### config.mk
export PLATFORM = sky130hd
export DESIGN_NAME = ifu_prefetch
export DESIGN_NICKNAME = d
export VERILOG_FILES = /design/src/rtl/ifu_prefetch_pkg.sv /design/src/rtl/ifu_prefetch_fifo.sv /design/src/rtl/ifu_prefetch.sv
export SDC_FILE = /design/constraint.sdc
export NUM_CORES = 1
export LEC_CHECK = 0
export ABC_AREA = 1
export CAP_MARGIN = 20
export CORE_MARGIN = 1
export CORE_UTILIZATION = 40
export CTS_CLUSTER_DIAMETER = 80
export CTS_CLUSTER_SIZE = 16
export DETAILED_ROUTE_END_ITERATION = 10
export DONT_BUFFER_PORTS = 1
export HOLD_SLACK_MARGIN = 0.08
export PLACE_DENSITY = 0.6
export SKIP_CTS_REPAIR_TIMING = 1
export SLEW_MARGIN = 25
export SYNTH_ARGS = -nofsm -noshare
export SYNTH_HDL_FRONTEND = slang
export SYNTH_SLANG_ARGS = --single-unit
### constraint.sdc
create_clock -name clk -period 13.9 [get_ports clk]
set_clock_uncertainty 0.05 [all_clocks]
set_input_delay 2.78 -clock clk [delete_from_list [all_inputs] [get_ports clk]]
set_output_delay 2.78 -clock clk [all_outputs]
set_load 0.03 [all_outputs]
### src/rtl/ifu_prefetch_pkg.sv
// Shared constants for the prefetching fetch unit: NOP, major opcodes,
// FSM state encodings and immediate decode helpers for the static predictor.
package ifu_prefetch_pkg;

    localparam logic [31:0] NOP        = 32'h0000_0013;
    localparam logic [6:0]  OPC_BRANCH = 7'b110_0011;
    localparam logic [6:0]  OPC_JAL    = 7'b110_1111;

    localparam logic [1:0] FS_BOOT  = 2'd0;
    localparam logic [1:0] FS_FETCH = 2'd1;
    localparam logic [1:0] FS_FLUSH = 2'd2;

    // Immediates sign-extended to 64 bits; callers truncate to XLEN.
    function automatic logic [63:0] b_imm(input logic [31:0] i);
        return {{51{i[31]}}, i[31], i[7], i[30:25], i[11:8], 1'b0};
    endfunction

    function automatic logic [63:0] j_imm(input logic [31:0] i);
        return {{43{i[31]}}, i[31], i[19:12], i[20], i[30:21], 1'b0};
    endfunction

endpackage

### src/rtl/ifu_prefetch_fifo.sv
// fetch_fifo: synchronous FIFO, async active-high reset, push/pop/clear.
// Ports: clk, rst, push, pop, clear, wdata -> rdata (head), count.
module fetch_fifo #(
    parameter int W     = 8,
    parameter int DEPTH = 4
) (
    input  logic                   clk,
    input  logic                   rst,
    input  logic                   push,
    input  logic                   pop,
    input  logic                   clear,
    input  logic [W-1:0]           wdata,
    output logic [W-1:0]           rdata,
    output logic [$clog2(DEPTH):0] count
);

    localparam int AW = $clog2(DEPTH);

    logic [W-1:0]  mem_q [DEPTH];
    logic [AW-1:0] rptr_q, rptr_d, wptr_q, wptr_d;
    logic [AW:0]   count_q, count_d;
    logic          do_push, do_pop;

    always_comb begin
        do_push = push && !clear && (count_q != (AW+1)'(DEPTH));
        do_pop  = pop && !clear && (count_q != '0);
        rptr_d  = rptr_q + AW'(do_pop);
        wptr_d  = wptr_q + AW'(do_push);
        count_d = count_q + (AW+1)'(do_push) - (AW+1)'(do_pop);
        if (clear) begin
            rptr_d  = '0;
            wptr_d  = '0;
            count_d = '0;
        end
    end

    always_ff @(posedge clk or posedge rst) begin
        if (rst) begin
            rptr_q  <= '0;
            wptr_q  <= '0;
            count_q <= '0;
        end else begin
            rptr_q  <= rptr_d;
            wptr_q  <= wptr_d;
            count_q <= count_d;
        end
    end

    always_ff @(posedge clk) begin
        if (do_push) mem_q[wptr_q] <= wdata;
    end

    assign rdata = mem_q[rptr_q];
    assign count = count_q;

endmodule

### src/rtl/ifu_prefetch.sv
// ifu_prefetch: PC owner, pipelined imem requests (<= DEPTH in flight),
// DEPTH-entry instruction queue to decode, redirect flush with stale-response
// discard. Ports: clk/rst, imem_req/addr/gnt/rvalid/rdata, redir_valid/pc,
// id_valid/ready/inst/pc/pred_taken. `define FETCH_BTFN_EN enables the
// backward-taken/forward-not-taken + JAL predictor at fetch time.
module ifu_prefetch
    import ifu_prefetch_pkg::*;
#(
    parameter int              XLEN     = 32,
    parameter logic [XLEN-1:0] RESET_PC = XLEN'(32'h8000_0000),
    parameter int              DEPTH    = 4
) (
    input  logic            clk,
    input  logic            rst,
    output logic            imem_req,
    output logic [XLEN-1:0] imem_addr,
    input  logic            imem_gnt,
    input  logic            imem_rvalid,
    input  logic [31:0]     imem_rdata,
    input  logic            redir_valid,
    input  logic [XLEN-1:0] redir_pc,
    output logic            id_valid,
    input  logic            id_ready,
    output logic [31:0]     id_inst,
    output logic [XLEN-1:0] id_pc,
    output logic            id_pred_taken
);

    localparam int CW = $clog2(DEPTH) + 1;
    localparam int EW = 33 + XLEN;

    logic [1:0]      fsm_q, fsm_d;
    logic [XLEN-1:0] pc_q, pc_d;
    logic [XLEN-1:0] rsp_pc_q, rsp_pc_d;
    logic [CW-1:0]   inflight_q, inflight_d;
    logic [CW-1:0]   discard_q, discard_d;
    logic [CW-1:0]   count;
    logic [CW:0]     occ;
    logic [EW-1:0]   head;
    logic            rsp, push, pop, gnt, redir, pred;
    logic [XLEN-1:0] pred_tgt, redir_tgt;

    // A response with nothing outstanding belongs to a pre-reset request.
    assign rsp = imem_rvalid && (inflight_q != '0);

`ifdef FETCH_BTFN_EN
    logic        hit;
    logic [63:0] imm;

    always_comb begin
        hit = 1'b0;
        imm = '0;
        if (imem_rdata[6:0] == OPC_BRANCH && imem_rdata[31]) begin
            hit = 1'b1;
            imm = b_imm(imem_rdata);
        end else if (imem_rdata[6:0] == OPC_JAL) begin
            hit = 1'b1;
            imm = j_imm(imem_rdata);
        end
        pred     = hit && (fsm_q == FS_FETCH) && rsp && !redir_valid;
        pred_tgt = rsp_pc_q + XLEN'(imm);
    end
`else
    assign pred     = 1'b0;
    assign pred_tgt = rsp_pc_q;
`endif

    always_comb begin
        redir          = redir_valid || pred;
        redir_tgt      = redir_valid ? redir_pc : pred_tgt;
        redir_tgt[1:0] = 2'b00;
        occ      = {1'b0, count} + {1'b0, inflight_q};
        imem_req = (fsm_q == FS_FETCH) && !redir
                   && (occ < (CW+1)'(DEPTH));
        gnt  = imem_req && imem_gnt;
        push = (fsm_q == FS_FETCH) && rsp && !redir_valid;
        pop  = id_valid && id_ready;
        inflight_d = inflight_q + CW'(gnt) - CW'(rsp);

        discard_d = discard_q;
        if (fsm_q == FS_FLUSH && rsp && discard_q != '0)
            discard_d = discard_q - CW'(1);
        if (redir)
            discard_d = inflight_d;

        pc_d = pc_q;
        if (redir)    pc_d = redir_tgt;
        else if (gnt) pc_d = pc_q + XLEN'(4);

        // PC of the oldest live in-flight request.
        rsp_pc_d = rsp_pc_q;
        if (redir)     rsp_pc_d = redir_tgt;
        else if (push) rsp_pc_d = rsp_pc_q + XLEN'(4);

        fsm_d = fsm_q;
        case (fsm_q)
            FS_BOOT:  fsm_d = FS_FETCH;
            FS_FETCH: if (redir && inflight_d != '0) fsm_d = FS_FLUSH;
            FS_FLUSH: begin
                if (redir)
                    fsm_d = (inflight_d != '0) ? FS_FLUSH : FS_FETCH;
                else if (discard_d == '0)
                    fsm_d = FS_FETCH;
            end
            default:  fsm_d = FS_BOOT;
        endcase
    end

    always_ff @(posedge clk or posedge rst) begin
        if (rst) begin
            fsm_q      <= FS_BOOT;
            pc_q       <= RESET_PC;
            rsp_pc_q   <= RESET_PC;
            inflight_q <= '0;
            discard_q  <= '0;
        end else begin
            fsm_q      <= fsm_d;
            pc_q       <= pc_d;
            rsp_pc_q   <= rsp_pc_d;
            inflight_q <= inflight_d;
            discard_q  <= discard_d;
        end
    end

    // Internal predictions keep the queue: the predicting entry must reach decode.
    fetch_fifo #(.W(EW), .DEPTH(DEPTH)) u_q (
        .clk   (clk),
        .rst   (rst),
        .push  (push),
        .pop   (pop),
        .clear (redir_valid),
        .wdata ({pred, rsp_pc_q, imem_rdata}),
        .rdata (head),
        .count (count)
    );

    assign imem_addr     = pc_q;
    assign id_valid      = (count != '0);
    assign id_inst       = id_valid ? head[31:0] : NOP;
    assign id_pc         = id_valid ? head[XLEN+31:32] : '0;
    assign id_pred_taken = id_valid && head[EW-1];

endmodule
==> flow_summary.yaml, run 1 <==
layout:
  fin_nets: 1493
  area_growth_pct: 8.01
  antenna_cells: 0
  layout-drive-gt1-share: 0.0638
global_routing:
  track_usage: 0.191
  antenna_found_initial: 1
  grt.overflow.total: 0
  grt_pass1_wl_mm: 54.4
  grt_pass1_vias: 9665
  grt_start_max_net_pins: 106
floorplanning:
  initial_core_util: 0.408
  core_um2: 35700
  rows: 69
  die_area_um2: 37200
  die_y_um: 193
  ios: 169
  die_x_um: 193
logic_synthesis:
  ys.flop_type: "edfxtp_1"
  avgSynthCellArea_um2: 10.2
  ys_ff_latch: 323
  yosysTopAreaCell: "edfxtp_1"
  synth-edff-count: 248
  synthCells: 1430
  synth_top_family_by_area: "simple AND/OR/NAND/NOR gates"
  synthAdderAreaFrac: 0.0131
  synth-simple-area-share: 0.189
  syn_area_um2: 14600
  yosysWarnings: 0
  synth_top_area_frac: 0.511
  synth_commonest_cells: "nor2_1, edfxtp_1, nand2_1"
  synth_compound_area_frac: 0.0972
  ys_async_sr_fraction: 0.232
  synthXorXnorAreaFrac: 0.0126
  synthMuxAreaShare: 0
  synth.distinct_cells: 46
  ys_seq_area_frac: 0.640
  yosysMostFrequentCell: "nor2_1"
  synth_top_cells_by_area: "edfxtp_1, dfrtp_1, nor2_1"
worst_hold_path:
  holdPathEnd: "inflight_q[0]"
  hp-start: "inflight_q[0]"
  min_path_type: "flop to flop"
  min_path_cells: 1
clock_network:
  clk_latency_ns: 0.53
  cts_sinks: 323
  cts.path.max_buffers: 3
  cts_tree: "yes"
  cts_made_buffers: 25
  htreeDepth: 1
  cts_root_buffer: "clkbuf_16"
  path_clk_slew_ns: 0.06
worst_setup_path:
  r2r-start: "u_q.count[2]"
  arrival_ns: 3.47
  worstPathCellList: "inv_1 -> nand3_1 -> nor2_1"
  regToRegSetupSlack_ns: 9.88
  crit_type: "primary input to output port"
  critPathMaxFanout: 49
  worstRegToRegCells: 16
  slowest_stage: "nor2_1"
  slowest_delay_ns: 0.54
  start_kind: "primary input"
  worstReg2RegEnd: "fsm_q[0]"
  cp-end-kind: "output port"
  path_buf_inv: 1
  cp.required_ns: 11.07
  cp_top_family: "simple AND/OR/NAND/NOR gates"
sta:
  tns_ns: 0
  setup_viol: 0
  fmax_mhz: 159
  fin_crit_sh: 0.453
  holdWs_ns: 0.498
  tightest_slew_ns: 1.00
  rsz0062_at_grt: "false"
  min_period_ns: 6.30
  relSlewSlack: 0.322
  hold_viol: 0
  drv_slew: 0
place:
  gp_congestion: 0.893
  io_buffer_count: 0
  hpwl_mm: 21.1
pwr:
  power.density_nw_per_um2: 173
  p_switching_w: 0.00107
  internal_power_w: 0.00165
  power.share.sequential: 0.477
  switching_share: 0.394
  p_comb_frac: 0.278
  p_clk_frac: 0.245
  p_leak_nw: 5.82
  ir_drop_uv: 80.4
drt:
  ant_nets: 0
  wl_per_cell_um: 18.7
  wirelength_mm: 35.3
  dr.pass1.iters: 8
  dr_total_vias: 9884
  drc: 29
  vias_per_cell: 5.24
  drt_iter0_markers: 554
run_status:
  violations: "design-rule violations"
  status: "finished with violations"
job:
  cap_viol_max_count: 0
routing by layer:
layer | vias up | share of wire | GRT usage
met2 | 280 | 0.45 | 0.311
met1 | 4707 | 0.45 | 0.258
li1 | 4844 | - | -
met3 | 53 | 0.076 | 0.0386
met4 | 0 | 0.023 | 0.0512
met5 | - | 0 | 0
layout make-up:
class,instances,area [µm²]
Timing Repair Buffer,13,105
Inverter,106,400
Fill cell,3374,20000
Multi-Input combinational cell,940,4600
Sequential cell,323,9330
Clock buffer,41,686
Tap cell,461,577
Clock inverter,4,37.5
stage by stage:
step | power (W) | std cells | util | cell area, µm² | setup WS, ns
after floorplan | 0.00189 | 1434 | - | 14600 | 5.64
after global placement | 0.00207 | 1843 | 0.420 | 15000 | 7.60
after detailed placement | 0.00208 | 1843 | 0.420 | 15000 | 7.58
after CTS | 0.00275 | 1888 | 0.440 | 15700 | 7.58
after global routing | 0.00288 | 1888 | 0.440 | 15700 | 7.38
final | 0.00272 | 1888 | 0.440 | 15700 | 7.60
worst reg2reg max path, delay by kind of cell, from the launching register on:
family | cells | cell delay [ns]
adders and majority gates | 4 | 1.29
buffers and inverters | 1 | 0.04
DFF | 1 | 0.46
and+or+nand+nor | 11 | 2.07
power by group through the flow:
stage	sequential [W]	combinational [W]	clock, W
after floorplan	0.00127	0.000611	0
after global placement	0.00131	0.000756	0
after detailed placement	0.00132	0.000767	0
after CTS	0.00129	0.000769	0.000687
after global routing	0.00131	0.000847	0.000718
final	0.00130	0.000756	0.000666
registers in the layout (all words and copies together), names as in the netlist:
name and cells:
discard_q 3, u_q.rptr_q 2, imem_addr 30, u_q.count 3, pred_tgt 30, u_q.wptr_q 2, u_q.mem_q 248, fsm_q 2
inflight_q 3
cells in the final DEF (no fill, tap or decap), types with 11 or more instances in the layout:
cell,instances
a21oi_1,74
buf_4,11
clkbuf_1,16
clkbuf_16,25
dfrtp_1,71
edfxtp_1,248
ha_1,12
inv_1,96
nand2_1,202
nand3_1,62
nand4_1,20
nor2_1,292
nor3_1,23
o211ai_1,21
o21ai_0,142
xor2_1,15
kinds of logic (layout without fill, tap and decap cells):
group                      after synthesis  in the layout
xor gates and xnor gates                21             21
AOI/OAI and AO/OA                      261            261
DFF                                    323            323
buffers and inverters                  171            164
and+or+nand+nor                        639            639
other                                    1              5
adders and majority gates               14             14
how the worst max path moves through the flow:
| stage | startpoint | end | slack [ns] | cells past startpoint |
|---|---|---|---|---|
| 5_1_grt | u_q.rptr_q[0] | id_pc[18] | 7.38 | 4 |
| 3_3_place_gp | redir_valid | imem_req | 7.60 | 3 |
| 4_1_cts | redir_valid | imem_req | 7.58 | 3 |
| 6_report | redir_valid | imem_req | 7.60 | 3 |
| 2_1_floorplan | imem_rvalid | u_q.mem_q[0][0] | 5.64 | 6 |
| 3_5_place_dp | redir_valid | imem_req | 7.58 | 3 |
(Power assumes the default switching activity.)
==> inputs of run 2 (changes only) <==
PLACE_DENSITY = 0.62   (was 0.6)
clock period = 5.6 ns   (was 13.9 ns; I/O delays follow)
==> run 2 against run 1 <==
  * The flow still finishes with violations (design-rule violations)
  * Sequential cell count unchanged
  * Core utilization increased by 0.18 points
  * Via count up 0.67%
  * Clock power rose to 2.5 times the previous value
  * Die area did not move
  * Combinational power increased to 2.5 times the previous value
  * Sequential power is 150% higher
  * Cell count grew 0.26%
  * Wire length shrank 0.18%
  * Setup slack lost 6.4 ns
  * Register-to-register slack worse by 8.2 ns
  * Worst hold slack worse by 0.0091 ns
  * Largest cell class unchanged
==> flow_summary.yaml, run 2 (same netlist as run 1, synthesis figures left out) <==
floorplanning:
  core_um2: 35700
  rows: 69
  die_y_um: 193
  die_x_um: 193
  die_area_um2: 37200
  ios: 169
  initial_core_util: 0.408
drt:
  ant_nets: 0
  wl_per_cell_um: 18.6
  drt_iter0_markers: 674
  drc: 34
  dr.pass1.iters: 7
  wirelength_mm: 35.2
  dr_total_vias: 9950
  vias_per_cell: 5.26
worst_setup_path:
  start_kind: "flop"
  cp.required_ns: 4.43
  slowest_stage: "dfrtp_2"
  path_buf_inv: 2
  worstPathCellList: "inv_2 -> buf_4 -> nor2_1 -> o21ai_0 -> a21oi_1"
  slowest_delay_ns: 0.88
  crit_type: "flop to output port"
  cp_top_family: "flip-flops"
  arrival_ns: 3.26
  critPathMaxFanout: 41
  cp-end-kind: "output port"
layout:
  fin_nets: 1497
  layout-drive-gt1-share: 0.0691
  top_register: "u_q.mem_q"
  utilization: 0.442
  final_common_cell: "nor2_1"
  antenna_cells: 0
  area_growth_pct: 8.45
  largest_reg_flops: 248
  nFillCells: 3368
  design_area_um2: 15800
  final_cell_mix: "nor2_1, edfxtp_1, nand2_1"
clock_network:
  cts_sinks: 323
  path_clk_slew_ns: 0.07
  cts.path.max_buffers: 3
  cts_made_buffers: 25
  cts_root_buffer: "clkbuf_16"
  clk_latency_ns: 0.53
  htreeDepth: 1
  cts_tree: "yes"
global_routing:
  grt_pass1_vias: 9549
  track_usage: 0.190
  grt_pass1_wl_mm: 53.9
  grt_start_max_net_pins: 81
  antenna_found_initial: 0
  grt.overflow.total: 0
sta:
  fmax_mhz: 226
  drv_slew: 0
  min_period_ns: 4.43
  fin_crit_sh: 0.790
  tightest_slew_ns: 1.02
  setup_viol: 0
  rsz0062_at_grt: "false"
  relSlewSlack: 0.317
  hold_viol: 0
place:
  io_buffer_count: 0
  hpwl_mm: 22.1
  placed_area_um2: 15100
  gp_congestion: 0.887
pwr:
  power.density_nw_per_um2: 430
  ir_drop_uv: 231
  p_leak_nw: 5.85
run_status:
  violations: "design-rule violations"
  status: "finished with violations"
worst_hold_path:
  min_path_type: "primary input to async pin"
job:
  cap_viol_max_count: 0
==> run 2: cell count changes in the layout (fill, tap and decap cells not counted), moves of 2 or more <==
cell | previous run | this run
buf_4 | 11 | 16
inv_6 | 0 | 3
buf_6 | 2 | 0
clkinv_4 | 3 | 1
o311ai_1 | 4 | 2
o311ai_2 | 0 | 2
==> run 2: routing by layer <==
metal	vias to the layer above	routed length (µm)	global-route usage
met5	-	0	0
met4	0	616	0.0412
met3	36	2680	0.0380
met2	284	16200	0.313
met1	4789	15700	0.257
li1	4841	-	-
==> run 2: power by group <==
| part | internal [W] | switching (W) |
|---|---|---|
| Combinational | 0.000400 | 0.00149 |
| Clock | 0.000858 | 0.000818 |
| Sequential | 0.00285 | 0.000379 |
| Total | 0.00411 | 0.00269 |
==> run 2: path summary, 6_finish.rpt <==
check	from	to	slack [ns]	cells after the start
min in group clk	inflight_q[0]	inflight_q[0]	0.49	1
worst max register to register	u_q.count[2]	fsm_q[0]	1.64	16
worst min-delay path	rst	inflight_q[1]	0.49	1
worst max-delay path	u_q.rptr_q[1]	id_inst[12]	1.17	5
worst min register to register	inflight_q[0]	inflight_q[0]	0.49	1
max in group asynchronous	rst	pred_tgt[27]	3.92	2
==> run 2: metrics by stage <==
stage	hold WS [ns]	instances	setup WS, ns	setup TNS (ns)	power, W
floorplan	0.446	1434	-0.996	-247.04	0.00468
global placement	0.471	1847	1.42	0	0.00515
detailed placement	0.478	1847	1.45	0	0.00519
CTS	0.494	1893	1.13	0	0.00687
global route	0.520	1893	0.953	0	0.00717
finish	0.489	1893	1.17	0	0.00680
==> run 2: worst reg2reg max path: cells and delay by family (launching register included) <==
kind / cells / cell delay, ns
fa+ha+maj: 4 / 1.28
simple gates: 11 / 2.04
buf+inv: 1 / 0.04
flops: 1 / 0.46
==> run 2: final cells by class <==
class	count	area, µm²	share of cell area
tap	461	577	0.0365
sequential	323	9330	0.591
multi-input combinational	940	4610	0.292
clock buffer	41	696	0.0440
timing repair buffer	17	140	0.00887
inverter	106	399	0.0253
clock inverter	5	42.5	0.00269
